===== src/rtl/data_mem_if_pkg.sv =====
// ------------------------------------------------------------------
// data_mem_if_pkg : load/store opcodes, bus size codes, FSM states
// Rev 1.0
// ------------------------------------------------------------------
`default_nettype none

package data_mem_if_pkg;

  localparam int ALUOP_W = 8;

  localparam logic [ALUOP_W-1:0] EXE_LB_OP  = 8'b1110_0000;
  localparam logic [ALUOP_W-1:0] EXE_LH_OP  = 8'b1110_0001;
  localparam logic [ALUOP_W-1:0] EXE_LWL_OP = 8'b1110_0010;
  localparam logic [ALUOP_W-1:0] EXE_LW_OP  = 8'b1110_0011;
  localparam logic [ALUOP_W-1:0] EXE_LBU_OP = 8'b1110_0100;
  localparam logic [ALUOP_W-1:0] EXE_LHU_OP = 8'b1110_0101;
  localparam logic [ALUOP_W-1:0] EXE_LWR_OP = 8'b1110_0110;
  localparam logic [ALUOP_W-1:0] EXE_SB_OP  = 8'b1110_1000;
  localparam logic [ALUOP_W-1:0] EXE_SH_OP  = 8'b1110_1001;
  localparam logic [ALUOP_W-1:0] EXE_SWL_OP = 8'b1110_1010;
  localparam logic [ALUOP_W-1:0] EXE_SW_OP  = 8'b1110_1011;
  localparam logic [ALUOP_W-1:0] EXE_SWR_OP = 8'b1110_1110;

  localparam logic [1:0] DSIZE_BYTE = 2'd0;
  localparam logic [1:0] DSIZE_HALF = 2'd1;
  localparam logic [1:0] DSIZE_WORD = 2'd2;

  typedef enum logic [2:0] {
    IDLE   = 3'd0,
    REQ    = 3'd1,
    WAIT   = 3'd2,
    DONE   = 3'd3,
    CANCEL = 3'd4
  } state_e;

  function automatic logic is_load_op(input logic [ALUOP_W-1:0] op);
    return op inside {EXE_LB_OP, EXE_LBU_OP, EXE_LH_OP, EXE_LHU_OP,
                      EXE_LW_OP, EXE_LWL_OP, EXE_LWR_OP};
  endfunction

  function automatic logic is_store_op(input logic [ALUOP_W-1:0] op);
    return op inside {EXE_SB_OP, EXE_SH_OP, EXE_SW_OP, EXE_SWL_OP, EXE_SWR_OP};
  endfunction

endpackage

`default_nettype wire


===== src/rtl/data_mem_if_store_align.sv =====
// ------------------------------------------------------------------
// data_mem_if_store_align : size, byte strobes, lane data, misalignment
// Rev 1.0
// ------------------------------------------------------------------
`default_nettype none

module data_mem_if_store_align
  import data_mem_if_pkg::*;
(
  input  logic [ALUOP_W-1:0] aluop_i,
  input  logic [1:0]         addr_lo_i,
  input  logic [31:0]        reg2_i,
  output logic [1:0]         size_o,
  output logic [3:0]         strb_o,
  output logic [31:0]        wdata_o,
  output logic               misaligned_o
);

  always_comb begin
    size_o       = DSIZE_WORD;
    strb_o       = 4'b0000;
    wdata_o      = '0;
    misaligned_o = 1'b0;
    case (aluop_i)
      EXE_LB_OP, EXE_LBU_OP: size_o = DSIZE_BYTE;
      EXE_LH_OP, EXE_LHU_OP: begin
        size_o       = DSIZE_HALF;
        misaligned_o = addr_lo_i[0];
      end
      EXE_LW_OP: misaligned_o = (addr_lo_i != 2'b00);
      EXE_SB_OP: begin
        size_o  = DSIZE_BYTE;
        strb_o  = 4'b0001 << addr_lo_i;
        wdata_o = {4{reg2_i[7:0]}};
      end
      EXE_SH_OP: begin
        size_o       = DSIZE_HALF;
        strb_o       = addr_lo_i[1] ? 4'b1100 : 4'b0011;
        wdata_o      = {2{reg2_i[15:0]}};
        misaligned_o = addr_lo_i[0];
      end
      EXE_SW_OP: begin
        strb_o       = 4'b1111;
        wdata_o      = reg2_i;
        misaligned_o = (addr_lo_i != 2'b00);
      end
      // Unaligned-word stores: ~addr_lo_i is (3 - a)
      EXE_SWL_OP: begin
        strb_o  = 4'b1111 >> ~addr_lo_i;
        wdata_o = reg2_i >> {~addr_lo_i, 3'b000};
      end
      EXE_SWR_OP: begin
        strb_o  = 4'b1111 << addr_lo_i;
        wdata_o = reg2_i << {addr_lo_i, 3'b000};
      end
      default: ;
    endcase
  end

endmodule

`default_nettype wire


===== src/rtl/data_mem_if.sv =====
// ------------------------------------------------------------------
// data_mem_if : load/store front end driving the data SRAM handshake
// Rev 1.0
// ------------------------------------------------------------------
`default_nettype none

module data_mem_if
  import data_mem_if_pkg::*;
#(
  parameter int ADDR_W = 32,
  parameter int DATA_W = 32
) (
  input  logic               clk,
  input  logic               rst,
  input  logic [ALUOP_W-1:0] aluop_i,
  input  logic [ADDR_W-1:0]  mem_addr_i,
  input  logic [DATA_W-1:0]  reg2_i,
  input  logic               valid_i,
  input  logic               except_i,
  input  logic               flush,
  input  logic               stall_i,
  output logic               data_req,
  output logic               data_wr,
  output logic [1:0]         data_size,
  output logic [ADDR_W-1:0]  data_addr,
  output logic [3:0]         data_wstrb,
  output logic [DATA_W-1:0]  data_wdata,
  input  logic               data_addr_ok,
  input  logic               data_data_ok,
  input  logic [DATA_W-1:0]  data_rdata,
  output logic [DATA_W-1:0]  mem_data_o,
  output logic               stallreq_o,
  output logic               adel_o,
  output logic               ades_o
);

  state_e              state_q, state_d;
  logic [DATA_W-1:0]   mem_data_q, mem_data_d;
  logic                wr_q, wr_d;
  logic [1:0]          size_q, size_d;
  logic [ADDR_W-1:0]   addr_q, addr_d;
  logic [3:0]          strb_q, strb_d;
  logic [DATA_W-1:0]   wdata_q, wdata_d;
  logic                req;

  logic [1:0]          al_size;
  logic [3:0]          al_strb;
  logic [DATA_W-1:0]   al_wdata;
  logic                al_mis;

  data_mem_if_store_align u_align (
    .aluop_i      (aluop_i),
    .addr_lo_i    (mem_addr_i[1:0]),
    .reg2_i       (reg2_i),
    .size_o       (al_size),
    .strb_o       (al_strb),
    .wdata_o      (al_wdata),
    .misaligned_o (al_mis)
  );

  logic              is_ld, is_st, live, memop, in_idle, busy, done_now;
  logic [ADDR_W-1:0] addr_cur;

  assign is_ld    = is_load_op(aluop_i);
  assign is_st    = is_store_op(aluop_i);
  assign live     = valid_i & ~except_i;
  assign memop    = live & (is_ld | is_st) & ~al_mis;
  assign addr_cur = (al_size == DSIZE_WORD) ? {mem_addr_i[ADDR_W-1:2], 2'b00} : mem_addr_i;
  assign in_idle  = (state_q == IDLE);
  assign busy     = (state_q == IDLE) | (state_q == REQ) | (state_q == WAIT);

  always_comb begin
    state_d    = state_q;
    mem_data_d = mem_data_q;
    wr_d       = wr_q;
    size_d     = size_q;
    addr_d     = addr_q;
    strb_d     = strb_q;
    wdata_d    = wdata_q;
    req        = 1'b0;
    case (state_q)
      IDLE: begin
        if (memop && !flush) begin
          req     = 1'b1;
          wr_d    = is_st;
          size_d  = al_size;
          addr_d  = addr_cur;
          strb_d  = al_strb;
          wdata_d = al_wdata;
          if (data_addr_ok && data_data_ok) begin
            state_d = DONE;
            if (!is_st) mem_data_d = data_rdata;
          end else if (data_addr_ok) begin
            state_d = WAIT;
          end else begin
            state_d = REQ;
          end
        end
      end
      REQ: begin
        req = 1'b1;
        if (data_addr_ok && data_data_ok) begin
          state_d = flush ? IDLE : DONE;
          if (!flush && !wr_q) mem_data_d = data_rdata;
        end else if (data_addr_ok) begin
          state_d = flush ? CANCEL : WAIT;
        end else if (flush) begin
          state_d = IDLE;
        end
      end
      WAIT: begin
        if (data_data_ok) begin
          state_d = flush ? IDLE : DONE;
          if (!flush && !wr_q) mem_data_d = data_rdata;
        end else if (flush) begin
          state_d = CANCEL;
        end
      end
      DONE: begin
        if (flush || !stall_i) state_d = IDLE;
      end
      // A flushed transaction still owes one response; swallow it here.
      CANCEL: begin
        if (data_data_ok) state_d = IDLE;
      end
      default: state_d = IDLE;
    endcase
  end

  always_ff @(posedge clk or posedge rst) begin
    if (rst) begin
      state_q    <= IDLE;
      mem_data_q <= '0;
      wr_q       <= 1'b0;
      size_q     <= DSIZE_BYTE;
      addr_q     <= '0;
      strb_q     <= 4'b0000;
      wdata_q    <= '0;
    end else begin
      state_q    <= state_d;
      mem_data_q <= mem_data_d;
      wr_q       <= wr_d;
      size_q     <= size_d;
      addr_q     <= addr_d;
      strb_q     <= strb_d;
      wdata_q    <= wdata_d;
    end
  end

  // In IDLE the request is presented straight from the decode; in REQ it is replayed from the latch.
  assign data_req   = ~rst & req;
  assign data_wr    = data_req & (in_idle ? is_st : wr_q);
  assign data_size  = data_req ? (in_idle ? al_size  : size_q)  : 2'b00;
  assign data_addr  = data_req ? (in_idle ? addr_cur : addr_q)  : '0;
  assign data_wstrb = data_req ? (in_idle ? al_strb  : strb_q)  : 4'b0000;
  assign data_wdata = data_req ? (in_idle ? al_wdata : wdata_q) : '0;

  assign done_now   = (data_req & data_addr_ok & data_data_ok) | ((state_q == WAIT) & data_data_ok);
  assign stallreq_o = ~rst & memop & busy & ~done_now;
  assign mem_data_o = mem_data_q;
  assign adel_o     = ~rst & live & is_ld & al_mis;
  assign ades_o     = ~rst & live & is_st & al_mis;

endmodule

`default_nettype wire


===== config.mk =====
export PLATFORM = sky130hd
export DESIGN_NAME = data_mem_if
export DESIGN_NICKNAME = d
export VERILOG_FILES = /design/src/rtl/data_mem_if_pkg.sv /design/src/rtl/data_mem_if_store_align.sv /design/src/rtl/data_mem_if.sv
export SDC_FILE = /design/constraint.sdc
export NUM_CORES = 1
export LEC_CHECK = 0
export ABC_CLOCK_PERIOD_IN_PS = 4900
export CAP_MARGIN = 20
export CORE_UTILIZATION = 47
export DETAILED_ROUTE_END_ITERATION = 8
export HOLD_SLACK_MARGIN = 0.08
export PLACE_DENSITY_LB_ADDON = 0.15
export SYNTH_ARGS = -nofsm -noshare
export SYNTH_HDL_FRONTEND = slang
export SYNTH_SLANG_ARGS = --single-unit

===== constraint.sdc =====
create_clock -name clk -period 4.9 [get_ports clk]
set_input_delay 0.49 -clock clk [delete_from_list [all_inputs] [get_ports clk]]
set_output_delay 0.49 -clock clk [all_outputs]
set_load 0.05 [all_outputs]

==> impl_metrics.env, run 1 <==
export IMPL_finalSetupViolCount=0
export IMPL_track_usage_pct=27.2
export IMPL_grt_max_degree=82
export IMPL_num_io_pins=219
export IMPL_busiest_layer="met1"
export IMPL_grt_use_met3_pct=5.95
export IMPL_regToRegEndpoint="addr_q[28]"
export IMPL_gp_congestion=0.868
export IMPL_outcome="completed"
export IMPL_grtUsageMet1_pct=39.9
export IMPL_fin_crit_ns=3.83
export IMPL_drive_above_1_share_pct=20.6
export IMPL_synth_area_leader_cell="dfrtp_1"
export IMPL_num_vias=6721
export IMPL_cts_setup_buffers=0
export IMPL_final_nets=1084
export IMPL_cts_tree="built"
export IMPL_viasPerCell=5.81
export IMPL_die_w_um=123
export IMPL_first_pass_iters=7
export IMPL_cts_repair_resized=0
export IMPL_relSlewSlack_pct=29.2
export IMPL_synth_edff_count=0
export IMPL_yosysTopAreaCellShare_pct=38.7
export IMPL_hold_path_depth=2
export IMPL_stdcell_count=1157
export IMPL_netlist_area_um2=6850
export IMPL_endpoint_kind="output port"
export IMPL_drc=0
export IMPL_worst_setup_path_start_kind="primary input"
export IMPL_fill_cells=1075
export IMPL_die_h_um=123
export IMPL_synth_ff_latch_count=106
export IMPL_port_buffers=218
export IMPL_layout_common_cells="191 x nand2_1, 144 x clkdlybuf4s50_1, 106 x dfrtp_1"
export IMPL_hp_class="flop to flop"
export IMPL_grt_pass1_vias=6054
export IMPL_ys_seq_area_share_pct=38.7
export IMPL_hp_start="wdata_q[16]"
export IMPL_dp_hpwl_um=14400
export IMPL_power_density_nw_per_um2=370
export IMPL_finalHoldViolCount=0
export IMPL_hold_buffers=0
export IMPL_cp_max_fo=15
export IMPL_wirelength_um=20400
export IMPL_synth_area_top_cells="dfrtp_1 39%, nand2_1 10%, mux2_2 7.9%"
export IMPL_num_rows=43
export IMPL_reg2reg_depth=5
export IMPL_initial_core_util_pct=48.8
export IMPL_finalPower_w=0.00358
export IMPL_yosysUniqueCellTypes=58
export IMPL_synth_async_reset_ratio_pct=100
export IMPL_ir_drop_mv=0.382
export IMPL_clock_path_buffers=2
export IMPL_wl_per_cell_um=17.7
export IMPL_clkTransAtPathRegs_ns=0.07
export IMPL_critPathArrivalTime_ns=3.34
export IMPL_htreeDepth=3
export IMPL_synth_nets=903
export IMPL_period_share_pct=78.1
export IMPL_syn_instance_count=791
export IMPL_tns_ns=0
export IMPL_worstPathRequired_ns=4.41
export IMPL_yosys_warnings=0
export IMPL_grt_pass1_wl_um=31800
export IMPL_r2r_start="state_q[0]"
export IMPL_antenna_found_initial=0
export IMPL_synth_ff_type="dfrtp_1"
export IMPL_rsz0062_at_grt="false"
export IMPL_area_growth_pct=41.3
export IMPL_final_common_cell="nand2_1"
export IMPL_leakage_nw=4.06
export IMPL_clock_latency_ns=0.36
export IMPL_skew_ns=0.00914
export IMPL_reg2reg_slack_ns=1.90
export IMPL_ant_nets=0
export IMPL_hold_end="wdata_q[16]"
export IMPL_num_antenna_cells=0
export IMPL_use_met2_pct=39.7
export IMPL_max_cap_viol_count=0
export IMPL_worst_pin_slew_ns=1.05
export IMPL_drt_iter0_drc=753
export IMPL_critPathKind="primary input to output port"
export IMPL_cts_sinks=106
export IMPL_cts_root_buffer="clkbuf_16"
export IMPL_postSynthAreaPerCell_um2=8.66
export IMPL_fmax_mhz=261
export IMPL_dp_cells=1139
export IMPL_core_area_um2=14000
export IMPL_overflow=0
export IMPL_cts_made_buffers=9
export IMPL_drv_slew=0
export IMPL_dieArea_um2=15100
-- where the power goes --
group	switching, W	internal (W)	total, W
registers	0.000119	0.00105	0.00117
clock network	0.000358	0.000412	0.000769
logic	0.00100	0.000633	0.00164
-- area by class of cell --
class	instances	area (µm²)	area share, %
Multi-Input combinational cell	611	3860	39.9
Sequential cell	106	2650	27.4
Timing Repair Buffer	236	2580	26.7
Clock buffer	9	225	2.33
Tap cell	180	225	2.33
Clock inverter	7	95.1	0.982
Inverter	8	33.8	0.349
-- worst max-delay path, stage by stage --
cell and delay (ns):
clkdlybuf4s50_1 0.68, nand2b_1 0.32, nor2_1 0.73, a222oi_1 0.21, a2bb2oi_1 0.23, a211oi_1 0.47, buf_12 0.20
-- logic make-up after synthesis --
family	after synthesis	share of synthesized area (%)
multiplexers	71	11.2
AND/OR/NAND/NOR	299	19.8
AO/OA/AOI/OAI	241	25.2
flip-flops	106	38.7
buffers and inverters	74	5.08
-- synthesized netlist by cell type, types with 6 or more instances --
cell type	number
nand2_1	191
dfrtp_1	106
mux2_2	48
o21ai_0	45
a21oi_1	41
nor2_1	41
clkbuf_1	40
a22o_1	30
o21ai_2	30
mux2i_1	23
a211oi_1	14
a22oi_1	14
buf_2	14
nor2b_1	14
a222oi_1	12
a2bb2oi_1	11
nand3_1	8
buf_6	7
inv_1	7
nor3_1	6
o22a_1	6
o2bb2ai_1	6
-- how the worst max path moves through the flow --
stage,cells past startpoint,slack [ns],start,end
floorplan,8,0.45,rst,data_wdata[11]
global placement,5,1.14,rst,data_addr[31]
detailed placement,5,1.08,rst,data_addr[12]
CTS,5,1.08,rst,data_addr[5]
global route,5,0.87,rst,data_addr[3]
finish,7,1.07,aluop_i[0],data_wdata[23]
-- layer usage --
metal | share of wire [%] | vias up | routed length (µm)
li1 | - | 3218 | -
met1 | 44 | 3146 | 9030
met2 | 44 | 334 | 9100
met3 | 9.9 | 23 | 2030
met4 | 1.4 | 0 | 289
met5 | 0 | - | 0
-- per-stage QoR --
stage	cell area (µm²)	setup slack, ns	hold WS, ns	util (%)
2_1_floorplan	6860	0.451	0.446	-
3_3_place_gp	9300	1.14	0.457	66.3
3_5_place_dp	9300	1.08	0.462	66.3
4_1_cts	9620	1.08	0.480	68.5
5_1_grt	9680	0.873	0.499	68.9
6_report	9680	1.07	0.478	68.9
-- state kept, by name (all words and copies together) (netlist names) --
| signal | flops |
|---|---|
| addr_q | 32 |
| wdata_q | 32 |
| mem_data_o | 32 |
| state_q | 3 |
| wr_q | 1 |
| strb_q | 4 |
| size_q | 2 |
(Power assumes the default switching activity.)
==> inputs of run 2 (changes only) <==
- ABC_CLOCK_PERIOD_IN_PS: 4900 -> 3750
- clock period: 4.9 -> 3.75 ns (I/O delays scaled with it)
==> impl_metrics.env, run 2 (same netlist as run 1, synthesis figures left out) <==
export IMPL_outcome="completed"
export IMPL_drc=0
export IMPL_endpoint_kind="output port"
export IMPL_num_io_pins=219
export IMPL_num_rows=43
export IMPL_switching_share_pct=42.1
export IMPL_dp_hpwl_um=15200
export IMPL_dieArea_um2=15100
export IMPL_cts_sinks=106
export IMPL_drt_iter0_drc=533
export IMPL_htreeDepth=3
export IMPL_initial_core_util_pct=48.8
export IMPL_hold_buffers=0
export IMPL_first_pass_iters=7
export IMPL_gp_congestion=0.905
export IMPL_fill_cells=1106
export IMPL_pwr_share_comb_pct=46.5
export IMPL_regToRegEndpoint="strb_q[3]"
export IMPL_viasPerCell=5.72
export IMPL_place_area_um2=9690
export IMPL_ir_drop_mv=0.545
export IMPL_reg2reg_depth=5
export IMPL_tns_ns=0
export IMPL_port_buffers=218
export IMPL_ant_nets=0
export IMPL_worst_pin_slew_ns=0.718
export IMPL_seqPwrFrac_pct=32.9
export IMPL_fin_crit_ns=3.40
export IMPL_layout_common_cells="191 x nand2_1, 142 x clkdlybuf4s50_1, 106 x dfrtp_1"
export IMPL_cts_repair_resized=0
export IMPL_grt_pass1_vias=6445
export IMPL_critPathKind="primary input to output port"
export IMPL_cts_tree="built"
export IMPL_clock_path_buffers=2
export IMPL_wirelength_um=20800
export IMPL_crit_cells=7
export IMPL_hp_class="flop to flop"
export IMPL_stdcell_area_um2=9980
export IMPL_antenna_found_initial=0
export IMPL_num_antenna_cells=0
export IMPL_max_cap_viol_count=0
export IMPL_skew_ns=0.00991
export IMPL_wl_per_cell_um=17.7
export IMPL_overflow=0
export IMPL_fmax_mhz=294
export IMPL_leakage_nw=4.16
export IMPL_drive_above_1_share_pct=23.2
export IMPL_worstPathRequired_ns=3.38
export IMPL_hold_path_depth=2
export IMPL_cp_top_family="buffers and inverters"
export IMPL_critPathArrivalTime_ns=3.02
export IMPL_final_nets=1102
export IMPL_relSlewSlack_pct=52.1
export IMPL_core_area_um2=14000
export IMPL_finalHoldViolCount=0
export IMPL_die_w_um=123
export IMPL_clock_latency_ns=0.36
export IMPL_critPathSlowestCell="clkdlybuf4s50_1"
export IMPL_grt_pass1_wl_um=33400
export IMPL_cts_setup_buffers=0
export IMPL_clkTransAtPathRegs_ns=0.08
export IMPL_finalPower_w=0.00465
export IMPL_final_common_cell="nand2_1"
export IMPL_hp_start="addr_q[27]"
export IMPL_critPathBufInv=3
export IMPL_num_vias=6716
export IMPL_period_share_pct=90.6
export IMPL_cp_cell_sequence="clkdlybuf4s50_1 > clkinv_1 > nor2_1 > a21oi_1 > o2bb2ai_1 > a32o_1 > buf_4"
export IMPL_track_usage_pct=28.5
export IMPL_cp_max_fo=13
export IMPL_grt_max_degree=57
export IMPL_finalSetupViolCount=0
export IMPL_r2r_start="state_q[0]"
export IMPL_rsz0062_at_grt="false"
export IMPL_p_int_w=0.00269
export IMPL_cts_root_buffer="clkbuf_16"
export IMPL_power_density_nw_per_um2=466
export IMPL_area_growth_pct=45.7
export IMPL_hold_end="addr_q[27]"
export IMPL_worst_setup_path_start_kind="primary input"
export IMPL_clockPowerShare_pct=20.6
export IMPL_hold_ws_ns=0.479
export IMPL_slowest_delay_ns=0.83
export IMPL_die_h_um=123
export IMPL_reg2reg_slack_ns=1.12
export IMPL_cts_made_buffers=9
export IMPL_power_switching_w=0.00196
export IMPL_drv_slew=0
## run 2: tightest hold or removal path, delay by kind of cell (launching register included)
kind	cells	cell delay (ns)
DFF	1	0.35
and+or+nand+nor	2	0.11
## run 2: metrics by stage
stage	setup slack [ns]	utilization, %	cells
after CTS	0.421	71.1	1175
final	0.353	71.1	1175
after global routing	0.0850	71.1	1175
after global placement	0.449	69.0	1159
after floorplan	0.0143	-	791
after detailed placement	0.422	69.0	1159
## run 2: layer usage
metal  up-vias  global-route usage (%)  routed length, µm
met5         -                       0                  0
met4         0                    10.8                475
met3        32                    6.27               1820
met2       284                    44.7               9660
met1      3141                    38.4               8880
li1       3259                       -                  -
## run 2: cell type report
class | instances | area [µm²] | share of cell area [%]
Inverter | 8 | 33.8 | 0.338
Tap cell | 180 | 225 | 2.26
Sequential cell | 106 | 2650 | 26.6
Clock inverter | 7 | 70.1 | 0.702
Clock buffer | 9 | 225 | 2.26
Timing Repair Buffer | 254 | 2800 | 28.0
Multi-Input combinational cell | 611 | 3980 | 39.8
## run 2: power by group through the flow
stage	registers, W	logic (W)	clock network, W
finish	0.00153	0.00216	0.000956
global route	0.00156	0.00228	0.00102
CTS	0.00153	0.00217	0.000979
detailed placement	0.00155	0.00216	0
global placement	0.00154	0.00214	0
floorplan	0.00213	0.000809	0
## run 2: how the worst max path moves through the flow
stage                     from             end  slack (ns)
finish              aluop_i[1]  data_wdata[26]        0.35
global route        aluop_i[1]      stallreq_o        0.09
CTS                 aluop_i[1]      stallreq_o        0.42
detailed placement  aluop_i[1]      stallreq_o        0.42
global placement    aluop_i[1]  data_wdata[26]        0.45
floorplan                  rst  data_wdata[11]        0.01
